File: src/rtl/div_pkg.sv
// div_pkg: shared state encoding and default width for the sequential divider.
package div_pkg;
    typedef enum logic [1:0] {IDLE, RUN, FIN} state_t;
    localparam int DEFAULT_WIDTH = 64;
endpackage

File: src/rtl/ripple_subtractor.sv
// ripple_subtractor: a - b as a + ~b + 1; borrow is the inverted carry-out.
module ripple_subtractor #(
    parameter int W = 65
) (
    input  logic [W-1:0] a,
    input  logic [W-1:0] b,
    output logic [W-1:0] diff,
    output logic         borrow
);
    logic carry;
    assign {carry, diff} = {1'b0, a} + {1'b0, ~b} + {{W{1'b0}}, 1'b1};
    assign borrow = ~carry;
endmodule

File: src/rtl/seq_divider.sv
// seq_divider: unsigned restoring divider, one quotient bit per clock, MSB first.
module seq_divider
    import div_pkg::*;
#(
    parameter int WIDTH = DEFAULT_WIDTH
) (
    input  logic             clk,
    input  logic             reset,
    input  logic             start,
    input  logic [WIDTH-1:0] dividend,
    input  logic [WIDTH-1:0] divisor,
    output logic             busy,
    output logic             done,
    output logic [WIDTH-1:0] quotient,
    output logic [WIDTH-1:0] remainder,
    output logic             div_by_zero
);
    localparam int CW = $clog2(WIDTH) + 1;
    state_t           state;
    logic [CW-1:0]    cnt;
    logic [WIDTH:0]   pr;
    logic [WIDTH-1:0] dvd;
    logic [WIDTH-1:0] dsr;
    logic [WIDTH:0]   shifted;
    logic [WIDTH:0]   trial;
    logic [WIDTH:0]   pr_next;
    logic [WIDTH-1:0] dvd_next;
    logic             borrow;
    // pr[WIDTH] is always clear after a step, so folding it into the shifted MSB changes nothing
    assign shifted  = {pr[WIDTH] | pr[WIDTH-1], pr[WIDTH-2:0], dvd[WIDTH-1]};
    assign pr_next  = borrow ? shifted : trial;
    assign dvd_next = {dvd[WIDTH-2:0], ~borrow};
    ripple_subtractor #(.W(WIDTH + 1)) u_sub (
        .a     (shifted),
        .b     ({1'b0, dsr}),
        .diff  (trial),
        .borrow(borrow)
    );
    always_ff @(posedge clk or posedge reset) begin
        if (reset) begin
            state       <= IDLE;
            cnt         <= '0;
            pr          <= '0;
            dvd         <= '0;
            dsr         <= '0;
            busy        <= 1'b0;
            done        <= 1'b0;
            quotient    <= '0;
            remainder   <= '0;
            div_by_zero <= 1'b0;
        end else begin
            case (state)
                IDLE: if (start) begin
                    dvd  <= dividend;
                    dsr  <= divisor;
                    pr   <= '0;
                    cnt  <= CW'(WIDTH);
                    busy <= 1'b1;
                    if (divisor == '0) begin
                        state       <= FIN;
                        done        <= 1'b1;
                        quotient    <= '1;
                        remainder   <= dividend;
                        div_by_zero <= 1'b1;
                    end else begin
                        state       <= RUN;
                        div_by_zero <= 1'b0;
                    end
                end
                RUN: begin
                    pr  <= pr_next;
                    dvd <= dvd_next;
                    cnt <= cnt - 1'b1;
                    if (cnt == CW'(1)) begin
                        state     <= FIN;
                        done      <= 1'b1;
                        quotient  <= dvd_next;
                        remainder <= pr_next[WIDTH-1:0];
                    end
                end
                FIN: begin
                    state <= IDLE;
                    busy  <= 1'b0;
                    done  <= 1'b0;
                end
                default: state <= IDLE;
            endcase
        end
    end
endmodule

File: config.mk
export PLATFORM = sky130hd
export DESIGN_NAME = seq_divider
export DESIGN_NICKNAME = d
export VERILOG_FILES = /design/src/rtl/div_pkg.sv /design/src/rtl/ripple_subtractor.sv /design/src/rtl/seq_divider.sv
export SDC_FILE = /design/constraint.sdc
export NUM_CORES = 1
export LEC_CHECK = 0
export ABC_AREA = 1
export CORE_ASPECT_RATIO = 1.75
export CORE_MARGIN = 2
export CORE_UTILIZATION = 35
export DETAILED_ROUTE_END_ITERATION = 12
export RECOVER_POWER = 25
export SLEW_MARGIN = 20
export SYNTH_ARGS = -nofsm -noshare
export SYNTH_HDL_FRONTEND = slang
export SYNTH_SLANG_ARGS = --single-unit
File: constraint.sdc
create_clock -name clk -period 31.3 [get_ports clk]
set_input_delay 6.26 -clock clk [delete_from_list [all_inputs] [get_ports clk]]
set_output_delay 6.26 -clock clk [all_outputs]
set_load 0.01 [all_outputs]
# Yosys cells after proc, flatten, opt, wreduce, memory -nomap -nowiden
# Cells that the tools add are included.
# classes
add_sub_neg	3
n_mul	0
n_div	0
n_lt_le_gt_ge	0
eq_ne	6
shift	0
mux	26
bitwise	2
reduce_logical	11
# op_table
operator	n
two-way mux 64 bit	7
one-hot mux 64 bit (2 select lines)	3
two-way mux 65 bit	2
one-hot mux 65 bit (2 select lines)	1
adder 65 x 65 -> 66 bit	1
adder 66 x 1 -> 66 bit (second input constant)	1
inverter 64 -> 65 bit	1
logical NOT 64 bit	1
one-hot mux 7 bit (2 select lines)	1
AND reduction 2 bit	4
AND reduction 4 bit	2
equality test 7 x 1 -> 1 bit (second input constant)	1
two-way mux 7 bit	1
subtractor 7 x 1 -> 7 bit (second input constant)	1
two-way mux 2 bit	3
inequality test 2 bit (second input constant)	3
two-way mux 1 bit	5
one-hot mux 2 bit (2 select lines)	1
nonzero test 2 bit	2
one-hot mux 1 bit (3 select lines)	1
nonzero test 3 bit	1
equality test 2 x 1 -> 1 bit (second input constant)	1
equality test 2 bit (second input constant)	1
logical NOT 2 bit	1
2 further kinds	2
# word_totals
register_bits	333
latch_bits	0
ram_bits	0
mem_bits_ro	0
input_bits	131
output_inout_bits	131
elab_cells	58
memories	0

# Depth between registers and ports, before layout
# Gate-level depths: netlist of the first run.
# logic_depth
ltp_word	6
ltp_mapped	20
depth_no_buf	20

# By module
# From an unflattened synthesis of the first run, not the netlist that was laid out.
# unflattened
cells_unflattened	3196
area_unflattened_um2	21082.7
# modules_own_cells
module	n_inst	cells_each	area_each_um2	seq_area_each_um2
seq_divider	1	1789	14526.4	8333.0
ripple_subtractor	1	1407	6556.3	0.0

# Worst setup path after synthesis of the first run
# No wires, ideal clock.
# synth_path
path_type	input-to-reg
startpoint	input divisor[12]
endpoint	register quotient[20]
t_arrival_ps	7629
t_required_ps	31162
setup_slack_ps	23532
stages	10
cell_sequence	nor3_1 nor3b_1 nand3_1 nor2_1 nand3_1 a21oi_1 buf_2 buf_2 buf_2 a31oi_1
# synth_between
elab_chain_len	3
# synth_lines
item	line_no	source
start, declared	seq_divider.sv:11	input logic [WIDTH-1:0] divisor,
logical NOT 64 bit	seq_divider.sv:59	if (divisor == '0) begin
inequality test 2 bit (no line)	-	
AND reduction 4 bit (no line)	-	
end signal, assigned	seq_divider.sv:77	quotient <= dvd_next;
end, declared	seq_divider.sv:14	output logic [WIDTH-1:0] quotient,
# Every way passes these cells.
# A chain may end at the register's enable or synchronous reset.

==> results of run 1 <==
-- layer usage --
metal  track usage  routed length [um]
met1        0.2671               28540
met2        0.4419               38330
met3       0.02785                3146
met4        0.1404                4988
met5             0                   0
-- registers in the layout, indices dropped and copies added (netlist names) --
register / count
state: 2
cnt: 7
div_by_zero: 1
dsr: 64
dvd: 64
remainder: 64
quotient: 64
pr: 65
done: 1
busy: 1
-- final cells by class --
| class | instances | area [um^2] |
|---|---|---|
| multi-input cells | 2073 | 10080 |
| well taps | 786 | 983.4 |
| clock inverters | 18 | 317.8 |
| flip-flops and latches | 333 | 8333 |
| fillers | 6427 | 34340 |
| repair buffers | 277 | 2725 |
| inverters | 566 | 2130 |
| clock buffers | 43 | 945.9 |
-- Yosys cell counts, types with 3 or more instances --
| master | instances | area, um^2 |
|---|---|---|
| sky130_fd_sc_hd__nand2_1 | 961 | 3607 |
| sky130_fd_sc_hd__nand3_2 | 11 | 110.1 |
| sky130_fd_sc_hd__nand2_4 | 12 | 135.1 |
| sky130_fd_sc_hd__clkbuf_1 | 56 | 210.2 |
| sky130_fd_sc_hd__nand3_1 | 183 | 915.9 |
| sky130_fd_sc_hd__dfrtp_1 | 333 | 8333 |
| sky130_fd_sc_hd__xor2_1 | 31 | 271.5 |
| sky130_fd_sc_hd__o21bai_1 | 8 | 60.06 |
| sky130_fd_sc_hd__nand3b_1 | 3 | 22.52 |
| sky130_fd_sc_hd__inv_2 | 16 | 60.06 |
| sky130_fd_sc_hd__buf_2 | 34 | 170.2 |
| sky130_fd_sc_hd__nand2_2 | 11 | 68.82 |
| sky130_fd_sc_hd__nor3_1 | 14 | 70.07 |
| sky130_fd_sc_hd__ha_1 | 66 | 825.8 |
| sky130_fd_sc_hd__nand4_1 | 78 | 488.0 |
| sky130_fd_sc_hd__nor2_1 | 243 | 912.1 |
| sky130_fd_sc_hd__inv_1 | 548 | 2057 |
| sky130_fd_sc_hd__a31oi_1 | 63 | 394.1 |
| sky130_fd_sc_hd__nor4_1 | 14 | 87.58 |
| sky130_fd_sc_hd__nor2_4 | 3 | 33.78 |
| sky130_fd_sc_hd__nor2_2 | 9 | 56.30 |
| sky130_fd_sc_hd__a21oi_1 | 66 | 330.3 |
| sky130_fd_sc_hd__o21ai_0 | 213 | 1066 |
| sky130_fd_sc_hd__buf_4 | 10 | 75.07 |
| sky130_fd_sc_hd__buf_1 | 5 | 18.77 |
| sky130_fd_sc_hd__or2_2 | 63 | 394.1 |
-- power by group --
part / switching, mW / internal, mW
sequential: 0.107 / 0.633
clock: 0.188 / 0.283
combinational: 1.51 / 0.721
total: 1.80 / 1.64
-- final timing paths --
path                            cells past startpoint                 start                   endpoint  slack (ps)
worst max-delay path                                5                 reset    quotient[1]$_DFFE_PP0P_       18330
worst min-delay path                                2    dsr[0]$_DFFE_PP0P_         dsr[0]$_DFFE_PP0P_         490
worst max register to register                     13  state[1]$_DFFE_PP0P_  remainder[63]$_DFFE_PP0P_       25910
worst min register to register                      2    dsr[0]$_DFFE_PP0P_         dsr[0]$_DFFE_PP0P_         490
max in group clk                                   13                 start  remainder[63]$_DFFE_PP0P_       20170
min in group asynchronous                           2                 reset        dsr[22]$_DFFE_PP0P_        7270
-- worst max-delay path, stage by stage --
cell and delay, ps:
sky130_fd_sc_hd__dlygate4sd3_1 550, sky130_fd_sc_hd__clkinvlp_2 2070, sky130_fd_sc_hd__clkbuf_1 2720, sky130_fd_sc_hd__buf_4 1010, sky130_fd_sc_hd__buf_4 830
-- cells by family (layout without fill, tap and decap cells) --
group                      count (synthesis)  after routing
buffers and inverters                    678            904
and+or+nand+nor                         1612           1612
AOI/OAI and AO/OA                        362            362
xor gates and xnor gates                  32             32
adders and majority gates                 67             67
DFF                                      333            333
-- per-stage QoR --
| stage | utilization | setup WS (ps) | instances |
|---|---|---|---|
| after floorplan | - | 15820 | 3084 |
| after global placement | 0.4053 | 20170 | 4035 |
| after detailed placement | 0.4053 | 20130 | 4035 |
| after CTS | 0.4265 | 20680 | 4096 |
| after global routing | 0.4262 | 16920 | 4096 |
| final | 0.4262 | 18330 | 4096 |
==> impl_metrics.xml, run 1 <==
<?xml version="1.0" encoding="UTF-8"?>
<metrics>
  <group name="layout">
    <metric name="mostFrequentLayoutCells" unit="">961 x sky130_fd_sc_hd__nand2_1, 547 x sky130_fd_sc_hd__inv_1, 333 x sky130_fd_sc_hd__dfrtp_1</metric>
    <metric name="final_common_cell" unit="">sky130_fd_sc_hd__nand2_1</metric>
    <metric name="post-route-cell-area" unit="um^2">25510</metric>
    <metric name="drive_gt1_frac" unit="">0.06193</metric>
    <metric name="area_growth" unit="%">21.10</metric>
    <metric name="design.final.nets" unit="">3484</metric>
    <metric name="antenna_cells" unit="">0</metric>
  </group>
  <group name="clock_network">
    <metric name="clock-sinks" unit="">333</metric>
    <metric name="cts.clk_slew.worst_paths" unit="ps">60</metric>
    <metric name="post_cts_setup_repair_bufs" unit="">0</metric>
    <metric name="clock_tree_from_tritoncts" unit="">built</metric>
    <metric name="clock_latency_at_the_later_pin_of_the_worst_skew_pair" unit="ps">560</metric>
    <metric name="numCtsBuffers" unit="">35</metric>
    <metric name="postCtsHoldBufs" unit="">0</metric>
    <metric name="ctsRootBufferMaster" unit="">sky130_fd_sc_hd__clkbuf_16</metric>
    <metric name="postCtsResizedCells" unit="">0</metric>
    <metric name="h_tree_levels" unit="">2</metric>
    <metric name="clockBufferDepth" unit="">3</metric>
  </group>
  <group name="placed_design">
    <metric name="detailedPlacementHpwl" unit="um">58350</metric>
    <metric name="gpl.final_weighted_congestion" unit="">1.009</metric>
    <metric name="post_dp_cell_area" unit="um^2">24260</metric>
    <metric name="number_of_buffers_added_on_ports" unit="">261</metric>
  </group>
  <group name="worst_setup_path">
    <metric name="critPathCaptureType" unit="">asynchronous set/reset pin</metric>
    <metric name="worst_setup_path_category" unit="">input port to asynchronous set/reset pin</metric>
    <metric name="worst_ep_arrival_time" unit="ps">13540</metric>
    <metric name="cp.required" unit="ps">31870</metric>
    <metric name="cp-start-kind" unit="">input port</metric>
    <metric name="max_fanout_on_critical_path" unit="">79</metric>
  </group>
  <group name="global_route">
    <metric name="gr-usage-all-layers" unit="">0.2412</metric>
    <metric name="grt_overflow" unit="">0</metric>
    <metric name="grt_pass1_wl" unit="um">115500</metric>
    <metric name="antenna_violations_before_repair" unit="">0</metric>
    <metric name="first_global_vias" unit="">19805</metric>
    <metric name="grt_max_degree" unit="">93</metric>
  </group>
  <group name="die">
    <metric name="io_pins" unit="">262</metric>
    <metric name="chipHeight" unit="um">328.6</metric>
    <metric name="std_cell_rows" unit="">119</metric>
    <metric name="coreArea" unit="um^2">59850</metric>
    <metric name="dieArea" unit="um^2">62250</metric>
    <metric name="floorplan.initialDensity" unit="">0.3520</metric>
    <metric name="die_x" unit="um">189.5</metric>
  </group>
  <group name="logic_synthesis">
    <metric name="synth-edff-count" unit="">0</metric>
    <metric name="synth_compound_area_frac" unit="">0.09242</metric>
    <metric name="synth.area.mux_share" unit="">0</metric>
    <metric name="synth.cell_area" unit="um^2">21070</metric>
    <metric name="combinational_family_with_the_most_area_after_synthesis" unit="">simple AND/OR/NAND/NOR gates</metric>
    <metric name="synth.ff_latch_count" unit="">333</metric>
    <metric name="synth.avg_cell_area" unit="um^2">6.831</metric>
    <metric name="async_reset_ff_frac" unit="">1.000</metric>
    <metric name="yosysSeqAreaShare" unit="">0.3956</metric>
    <metric name="synth_top_flop_cell" unit="">sky130_fd_sc_hd__dfrtp_1</metric>
    <metric name="synth_fa_ha_area_frac" unit="">0.04015</metric>
    <metric name="synth.net_count" unit="">3282</metric>
    <metric name="post_synth_num_cell_types" unit="">48</metric>
    <metric name="syn_inst" unit="">3084</metric>
    <metric name="synth_simple_gate_area_share" unit="">0.3304</metric>
    <metric name="yosys_warnings" unit="">0</metric>
    <metric name="post_synth_xor_area_fraction" unit="">0.01330</metric>
  </group>
  <group name="timing">
    <metric name="slew_headroom" unit="">-1.521</metric>
    <metric name="final.hold.worst_slack" unit="ps">485.9</metric>
    <metric name="post-route-min-period" unit="ps">12970</metric>
    <metric name="timing.fmax" unit="MHz">77.10</metric>
    <metric name="finalSetupViolCount" unit="">0</metric>
    <metric name="final.setup_skew" unit="ps">26.30</metric>
    <metric name="slew_viol_final" unit="">207</metric>
    <metric name="period_share" unit="">0.4144</metric>
    <metric name="tightestPinTransition" unit="ps">3761</metric>
    <metric name="final_hold_viol_count" unit="">0</metric>
    <metric name="rsz0062_at_grt" unit="">false</metric>
    <metric name="tns" unit="ps">0</metric>
  </group>
  <group name="run">
    <metric name="maxCapViolations" unit="">3</metric>
  </group>
  <group name="power_and_ir_drop">
    <metric name="design_power_total" unit="mW">3.438</metric>
    <metric name="power_per_cell_area" unit="nW/um^2">134.8</metric>
    <metric name="total_leakage_power" unit="nW">13.93</metric>
    <metric name="ir_drop" unit="mV">0.05949</metric>
  </group>
  <group name="detailed_routing">
    <metric name="drt_pre_antenna_iters" unit="">6</metric>
    <metric name="routed_wirelength_normalized_by_instance_count" unit="um">18.31</metric>
    <metric name="drt_iter0_drc" unit="">1206</metric>
    <metric name="drc" unit="">0</metric>
    <metric name="wl_final" unit="um">75010</metric>
    <metric name="dr_total_vias" unit="">19874</metric>
    <metric name="drt.antenna.violating_nets" unit="">0</metric>
    <metric name="viasPerCell" unit="">4.852</metric>
  </group>
  <group name="run_status">
    <metric name="failed_checks" unit="">capacitance limit, slew limit</metric>
    <metric name="run_status" unit="">finished with violations</metric>
  </group>
  <group name="min_path">
    <metric name="worst_hold_path_type" unit="">flip-flop to flip-flop</metric>
  </group>
</metrics>
No activity file was read; power rests on OpenSTA's default activity.
==> run 2, diff against run 1 <==
Clock period 31.3 ns to 12 ns, I/O delays scaled along.
==> run 2 against run 1 <==
  * The flow still finishes with violations (capacitance limit, slew limit)
  * Cell area down 0.17%
  * Sequential share of layout area up 0.056 points
  * Sequential power rose to 2.6 times the previous value
  * Register-to-register slack worse by 19000 ps
  * Core utilization down 0.073 points
  * Critical path type unchanged
  * Largest power group unchanged
  * Highest routed layer unchanged
==> impl_metrics.xml, run 2 (synthesis gave the netlist of run 1 again) <==
<?xml version="1.0" encoding="UTF-8"?>
<metrics>
  <group name="placed_design">
    <metric name="detailedPlacementHpwl" unit="um">58750</metric>
    <metric name="numPlacedInstances" unit="">4038</metric>
    <metric name="pre_cts_slack" unit="ps">5261</metric>
    <metric name="gpl.final_weighted_congestion" unit="">1.008</metric>
    <metric name="number_of_buffers_added_on_ports" unit="">261</metric>
  </group>
  <group name="detailed_routing">
    <metric name="viasPerCell" unit="">4.825</metric>
    <metric name="drt_pre_antenna_iters" unit="">5</metric>
    <metric name="routed_wirelength_normalized_by_instance_count" unit="um">18.37</metric>
    <metric name="drt_iter0_drc" unit="">1314</metric>
    <metric name="drc" unit="">0</metric>
    <metric name="wl_final" unit="um">75310</metric>
    <metric name="dr_total_vias" unit="">19779</metric>
    <metric name="drt.antenna.violating_nets" unit="">0</metric>
  </group>
  <group name="min_path">
    <metric name="timing.hold.worst.start" unit="">pr[64]$_DFFE_PP0P_</metric>
    <metric name="worst_hold_path_type" unit="">flip-flop to flip-flop</metric>
    <metric name="timing.hold.worst_endpoint" unit="">pr[64]$_DFFE_PP0P_</metric>
    <metric name="worstHoldPathCells" unit="">2</metric>
  </group>
  <group name="power_and_ir_drop">
    <metric name="total_leakage_power" unit="nW">13.89</metric>
    <metric name="share_seq_of_total_power" unit="">0.217</metric>
    <metric name="comb_power_share" unit="">0.653</metric>
    <metric name="clock_power_share" unit="">0.131</metric>
    <metric name="intPower" unit="mW">4.208</metric>
    <metric name="switching_share" unit="">0.5266</metric>
    <metric name="power_per_cell_area" unit="nW/um^2">349.0</metric>
    <metric name="switch_pwr" unit="mW">4.681</metric>
    <metric name="ir_drop" unit="mV">0.1239</metric>
  </group>
  <group name="timing">
    <metric name="final.setup_skew" unit="ps">35.37</metric>
    <metric name="post-route-min-period" unit="ps">7554</metric>
    <metric name="finalSetupViolCount" unit="">0</metric>
    <metric name="final_hold_viol_count" unit="">0</metric>
    <metric name="final.hold.worst_slack" unit="ps">482.5</metric>
    <metric name="worst_slack" unit="ps">4446</metric>
    <metric name="slew_viol_final" unit="">215</metric>
    <metric name="tightestPinTransition" unit="ps">5005</metric>
    <metric name="slew_headroom" unit="">-2.355</metric>
    <metric name="period_share" unit="">0.6295</metric>
    <metric name="tns" unit="ps">0</metric>
    <metric name="rsz0062_at_grt" unit="">false</metric>
    <metric name="timing.fmax" unit="MHz">132.4</metric>
  </group>
  <group name="worst_setup_path">
    <metric name="worstReg2RegEnd" unit="">remainder[35]$_DFFE_PP0P_</metric>
    <metric name="max_fanout_on_critical_path" unit="">106</metric>
    <metric name="cp.required" unit="ps">12130</metric>
    <metric name="cells_on_worst_reg2reg_path" unit="">13</metric>
    <metric name="r2r_start" unit="">state[1]$_DFFE_PP0P_</metric>
    <metric name="worst_setup_path_startpoint" unit="">reset</metric>
    <metric name="cp-start-kind" unit="">input port</metric>
    <metric name="worst_ep_arrival_time" unit="ps">7690</metric>
    <metric name="critPathCaptureType" unit="">asynchronous set/reset pin</metric>
    <metric name="register_to_register_setup_slack" unit="ps">6850</metric>
    <metric name="worst_setup_path_category" unit="">input port to asynchronous set/reset pin</metric>
  </group>
  <group name="global_route">
    <metric name="grt_max_degree" unit="">107</metric>
    <metric name="grt_overflow" unit="">0</metric>
    <metric name="grt_pass1_wl" unit="um">115800</metric>
    <metric name="first_global_vias" unit="">19693</metric>
    <metric name="gr-usage-all-layers" unit="">0.2426</metric>
    <metric name="antenna_violations_before_repair" unit="">0</metric>
  </group>
  <group name="clock_network">
    <metric name="postCtsHoldBufs" unit="">0</metric>
    <metric name="postCtsResizedCells" unit="">0</metric>
    <metric name="clockBufferDepth" unit="">3</metric>
    <metric name="h_tree_levels" unit="">2</metric>
    <metric name="clock_tree_from_tritoncts" unit="">built</metric>
    <metric name="post_cts_setup_repair_bufs" unit="">0</metric>
    <metric name="clock-sinks" unit="">333</metric>
    <metric name="numCtsBuffers" unit="">34</metric>
    <metric name="cts.clk_slew.worst_paths" unit="ps">60</metric>
    <metric name="ctsRootBufferMaster" unit="">sky130_fd_sc_hd__clkbuf_16</metric>
    <metric name="clock_latency_at_the_later_pin_of_the_worst_skew_pair" unit="ps">570</metric>
  </group>
  <group name="layout">
    <metric name="largest_register_ff_count" unit="">65</metric>
    <metric name="area_growth" unit="%">20.89</metric>
    <metric name="antenna_cells" unit="">0</metric>
    <metric name="final_common_cell" unit="">sky130_fd_sc_hd__nand2_1</metric>
    <metric name="top_register" unit="">pr</metric>
    <metric name="design.final.nets" unit="">3486</metric>
    <metric name="final.fill_count" unit="">6404</metric>
    <metric name="post-route-util" unit="">0.4255</metric>
    <metric name="final-instance-count-excl-fill" unit="">4099</metric>
    <metric name="drive_gt1_frac" unit="">0.06369</metric>
    <metric name="mostFrequentLayoutCells" unit="">961 x sky130_fd_sc_hd__nand2_1, 547 x sky130_fd_sc_hd__inv_1, 333 x sky130_fd_sc_hd__dfrtp_1</metric>
  </group>
  <group name="die">
    <metric name="io_pins" unit="">262</metric>
    <metric name="dieArea" unit="um^2">62250</metric>
    <metric name="chipHeight" unit="um">328.6</metric>
    <metric name="die_x" unit="um">189.5</metric>
    <metric name="std_cell_rows" unit="">119</metric>
    <metric name="floorplan.initialDensity" unit="">0.3520</metric>
    <metric name="coreArea" unit="um^2">59850</metric>
  </group>
  <group name="run">
    <metric name="maxCapViolations" unit="">3</metric>
  </group>
  <group name="run_status">
    <metric name="run_status" unit="">finished with violations</metric>
    <metric name="failed_checks" unit="">capacitance limit, slew limit</metric>
  </group>
</metrics>
## run 2: power by group through the flow
stage | clock, mW | combinational (mW) | sequential (mW)
2_1_floorplan | 0 | 3.92 | 1.93
3_3_place_gp | 0 | 5.78 | 1.94
3_5_place_dp | 0 | 5.81 | 1.94
4_1_cts | 1.19 | 5.84 | 1.93
5_1_grt | 1.23 | 6.49 | 1.98
6_report | 1.16 | 5.80 | 1.93
## run 2: worst max-delay path by stage
| stage | endpoint | slack (ps) |
|---|---|---|
| after floorplan | busy$_DFFE_PP0P_ | 380 |
| after global placement | remainder[39]$_DFFE_PP0P_ | 5330 |
| after detailed placement | remainder[59]$_DFFE_PP0P_ | 5260 |
| after CTS | remainder[43]$_DFFE_PP0P_ | 5840 |
| after global routing | dsr[27]$_DFFE_PP0P_ | 3250 |
| final | pr[37]$_DFFE_PP0P_ | 4450 |
## run 2: routing by layer
layer  global-route usage  vias up  part of all wire
li1                     -     9997                 -
met1               0.2671     9102              0.38
met2               0.4469      529              0.51
met3              0.02742      151             0.041
met4               0.1411        0             0.065
met5                    0        -                 0
## run 2: final cells by class
class / instances / area (um^2) / share of cell area
Sequential cell: 333 / 8333 / 0.3272
Multi-Input combinational cell: 2073 / 10090 / 0.3962
Clock inverter: 16 / 201.4 / 0.007910
Timing Repair Buffer: 280 / 2748 / 0.1079
Clock buffer: 45 / 983.4 / 0.03861
Inverter: 566 / 2130 / 0.08362
Tap cell: 786 / 983.4 / 0.03861
## run 2: worst max-delay path, stage by stage
cell,delay (ps)
sky130_fd_sc_hd__dlygate4sd3_1,550
sky130_fd_sc_hd__clkinvlp_2,2770
sky130_fd_sc_hd__clkbuf_1,1910
## run 2: per-stage QoR
stage | cell area, um^2 | power (mW)
2_1_floorplan | 21070 | 5.857
3_3_place_gp | 24280 | 7.728
3_5_place_dp | 24300 | 7.749
4_1_cts | 25480 | 8.952
5_1_grt | 25470 | 9.705
6_report | 25470 | 8.889
==> run 3, diff against run 2 <==
Clock period 12 ns to 7.25 ns, I/O delays scaled along.
==> run 3 against run 2 <==
  * The flow still finishes with violations (capacitance limit, slew limit)
  * Sequential power rose by 65%
  * Critical path type is now input port to flip-flop
  * Register-to-register slack got worse by 4100 ps
  * Die area did not move
  * Clock skew fell by 14 ps
  * Core utilization barely moved
  * Cell area rose by 0.11%
  * Flip-flop and latch count did not move
  * Final cell count barely moved
==> impl_metrics.xml, run 3 (synthesis gave the netlist of run 1 again) <==
<?xml version="1.0" encoding="UTF-8"?>
<metrics>
  <group name="clock_network">
    <metric name="h_tree_levels" unit="">2</metric>
    <metric name="clock_latency_at_the_later_pin_of_the_worst_skew_pair" unit="ps">570</metric>
    <metric name="post_cts_setup_repair_bufs" unit="">0</metric>
    <metric name="postCtsResizedCells" unit="">0</metric>
    <metric name="clockBufferDepth" unit="">3</metric>
    <metric name="postCtsHoldBufs" unit="">0</metric>
    <metric name="clock_tree_from_tritoncts" unit="">built</metric>
    <metric name="clock-sinks" unit="">333</metric>
    <metric name="numCtsBuffers" unit="">36</metric>
    <metric name="cts.clk_slew.worst_paths" unit="ps">70</metric>
    <metric name="ctsRootBufferMaster" unit="">sky130_fd_sc_hd__clkbuf_16</metric>
  </group>
  <group name="timing">
    <metric name="worst_slack" unit="ps">1805</metric>
    <metric name="rsz0062_at_grt" unit="">false</metric>
    <metric name="slew_headroom" unit="">-1.182</metric>
    <metric name="final_hold_viol_count" unit="">0</metric>
    <metric name="finalSetupViolCount" unit="">0</metric>
    <metric name="period_share" unit="">0.7510</metric>
    <metric name="final.setup_skew" unit="ps">21.81</metric>
    <metric name="tightestPinTransition" unit="ps">3272</metric>
    <metric name="timing.fmax" unit="MHz">183.7</metric>
    <metric name="slew_viol_final" unit="">191</metric>
    <metric name="tns" unit="ps">0</metric>
    <metric name="post-route-min-period" unit="ps">5445</metric>
  </group>
  <group name="min_path">
    <metric name="timing.hold.worst_endpoint" unit="">pr[64]$_DFFE_PP0P_</metric>
    <metric name="timing.hold.worst.start" unit="">pr[64]$_DFFE_PP0P_</metric>
    <metric name="worstHoldPathCells" unit="">2</metric>
    <metric name="worst_hold_path_type" unit="">flip-flop to flip-flop</metric>
  </group>
  <group name="layout">
    <metric name="drive_gt1_frac" unit="">0.06246</metric>
    <metric name="top_register" unit="">pr</metric>
    <metric name="final_common_cell" unit="">sky130_fd_sc_hd__nand2_1</metric>
    <metric name="multi_input_area" unit="um^2">10090</metric>
    <metric name="design.final.nets" unit="">3484</metric>
    <metric name="post-route-util" unit="">0.4260</metric>
    <metric name="final.fill_count" unit="">6393</metric>
    <metric name="largest_register_ff_count" unit="">65</metric>
    <metric name="post-route-cell-area" unit="um^2">25500</metric>
    <metric name="final-seq-area" unit="um^2">8333</metric>
    <metric name="area_growth" unit="%">21.03</metric>
    <metric name="mostFrequentLayoutCells" unit="">961 x sky130_fd_sc_hd__nand2_1, 547 x sky130_fd_sc_hd__inv_1, 333 x sky130_fd_sc_hd__dfrtp_1</metric>
  </group>
  <group name="worst_setup_path">
    <metric name="worstReg2RegEnd" unit="">dsr[22]$_DFFE_PP0P_</metric>
    <metric name="critPathCaptureType" unit="">flip-flop</metric>
    <metric name="cells_on_worst_reg2reg_path" unit="">7</metric>
    <metric name="worst_ep_arrival_time" unit="ps">5930</metric>
    <metric name="max_fanout_on_critical_path" unit="">71</metric>
    <metric name="register_to_register_setup_slack" unit="ps">2770</metric>
    <metric name="worst_setup_path_category" unit="">input port to flip-flop</metric>
    <metric name="r2r_start" unit="">state[1]$_DFFE_PP0P_</metric>
    <metric name="cp.required" unit="ps">7740</metric>
    <metric name="cp-start-kind" unit="">input port</metric>
  </group>
  <group name="detailed_routing">
    <metric name="drt.antenna.violating_nets" unit="">0</metric>
    <metric name="drt_pre_antenna_iters" unit="">6</metric>
    <metric name="dr_total_vias" unit="">20088</metric>
    <metric name="drt_iter0_drc" unit="">1201</metric>
    <metric name="wl_final" unit="um">75600</metric>
    <metric name="routed_wirelength_normalized_by_instance_count" unit="um">18.44</metric>
    <metric name="viasPerCell" unit="">4.898</metric>
    <metric name="drc" unit="">0</metric>
  </group>
  <group name="placed_design">
    <metric name="gpl.final_weighted_congestion" unit="">0.9901</metric>
    <metric name="number_of_buffers_added_on_ports" unit="">261</metric>
    <metric name="pre_cts_slack" unit="ps">2241</metric>
    <metric name="detailedPlacementHpwl" unit="um">58530</metric>
    <metric name="post_dp_cell_area" unit="um^2">24310</metric>
  </group>
  <group name="die">
    <metric name="floorplan.initialDensity" unit="">0.3520</metric>
    <metric name="chipHeight" unit="um">328.6</metric>
    <metric name="io_pins" unit="">262</metric>
    <metric name="coreArea" unit="um^2">59850</metric>
    <metric name="dieArea" unit="um^2">62250</metric>
    <metric name="die_x" unit="um">189.5</metric>
    <metric name="std_cell_rows" unit="">119</metric>
  </group>
  <group name="run">
    <metric name="maxCapViolations" unit="">3</metric>
  </group>
  <group name="power_and_ir_drop">
    <metric name="ir_drop" unit="mV">0.2575</metric>
    <metric name="total_leakage_power" unit="nW">13.89</metric>
    <metric name="power_per_cell_area" unit="nW/um^2">578.5</metric>
  </group>
  <group name="run_status">
    <metric name="run_status" unit="">finished with violations</metric>
    <metric name="failed_checks" unit="">capacitance limit, slew limit</metric>
  </group>
  <group name="global_route">
    <metric name="grt_overflow" unit="">0</metric>
    <metric name="grt_pass1_wl" unit="um">116000</metric>
    <metric name="gr-usage-all-layers" unit="">0.2426</metric>
    <metric name="antenna_violations_before_repair" unit="">0</metric>
    <metric name="grt_max_degree" unit="">193</metric>
    <metric name="first_global_vias" unit="">19911</metric>
  </group>
</metrics>
-- run 3: cell count changes in the layout (fill, tap and decap cells not counted), moves of 2 or more --
cell / previous run / this run
sky130_fd_sc_hd__bufinv_16: 4 / 1
sky130_fd_sc_hd__clkbuf_1: 5 / 9
sky130_fd_sc_hd__dlygate4sd3_1: 15 / 2
sky130_fd_sc_hd__buf_4: 17 / 10
sky130_fd_sc_hd__clkinv_2: 6 / 8
sky130_fd_sc_hd__inv_6: 2 / 0
sky130_fd_sc_hd__buf_12: 0 / 3
sky130_fd_sc_hd__clkdlybuf4s50_1: 246 / 259
sky130_fd_sc_hd__clkinvlp_4: 4 / 2
sky130_fd_sc_hd__clkbuf_16: 35 / 37
-- run 3: stage by stage --
step                      instances  hold slack, ps  total power, mW
after floorplan                3084           445.9            9.695
after global placement         4034           457.9            12.79
after detailed placement       4034           467.3            12.85
after CTS                      4100           485.0            14.83
after global routing           4100           517.0            16.11
final                          4101           483.9            14.75
-- run 3: layout make-up --
cell class	instances	area share
Antenna cell	1	0.00009815
Clock buffer	52	0.04166
Clock inverter	14	0.005496
Inverter	566	0.08353
Multi-Input combinational cell	2073	0.3957
Sequential cell	333	0.3268
Tap cell	786	0.03857
Timing Repair Buffer	276	0.1081
-- run 3: worst max-delay path: stages --
cell and delay (ps):
sky130_fd_sc_hd__dlygate4sd3_1 600, sky130_fd_sc_hd__inv_1 80, sky130_fd_sc_hd__nor2_1 240, sky130_fd_sc_hd__clkbuf_1 2200
sky130_fd_sc_hd__buf_4 810, sky130_fd_sc_hd__nand2_1 330, sky130_fd_sc_hd__o21ai_0 150
-- run 3: power by group --
group | switching [mW] | internal [mW] | total [mW]
logic | 6.50 | 3.16 | 9.67
registers | 0.452 | 2.73 | 3.18
clock network | 0.830 | 1.07 | 1.90
total | 7.79 | 6.96 | 14.7
-- run 3: metal layers --
metal | GRT usage | up-vias | routed length, um
li1 | - | 9987 | -
met1 | 0.2642 | 9328 | 28080
met2 | 0.4509 | 601 | 38950
met3 | 0.02913 | 172 | 3452
met4 | 0.1375 | 0 | 5120
met5 | 0 | - | 0
-- run 3: worst max-delay path by stage --
stage,end,start,depth (start not counted),slack [ps]
6_report,dsr[22]$_DFFE_PP0P_,start,7,1810
5_1_grt,dsr[22]$_DFFE_PP0P_,start,7,1560
4_1_cts,remainder[51]$_DFFE_PP0P_,divisor[26],13,2830
3_5_place_dp,remainder[51]$_DFFE_PP0P_,divisor[26],13,2240
3_3_place_gp,remainder[45]$_DFFE_PP0P_,divisor[32],12,1440
2_1_floorplan,busy$_DFFE_PP0P_,reset,1,1350
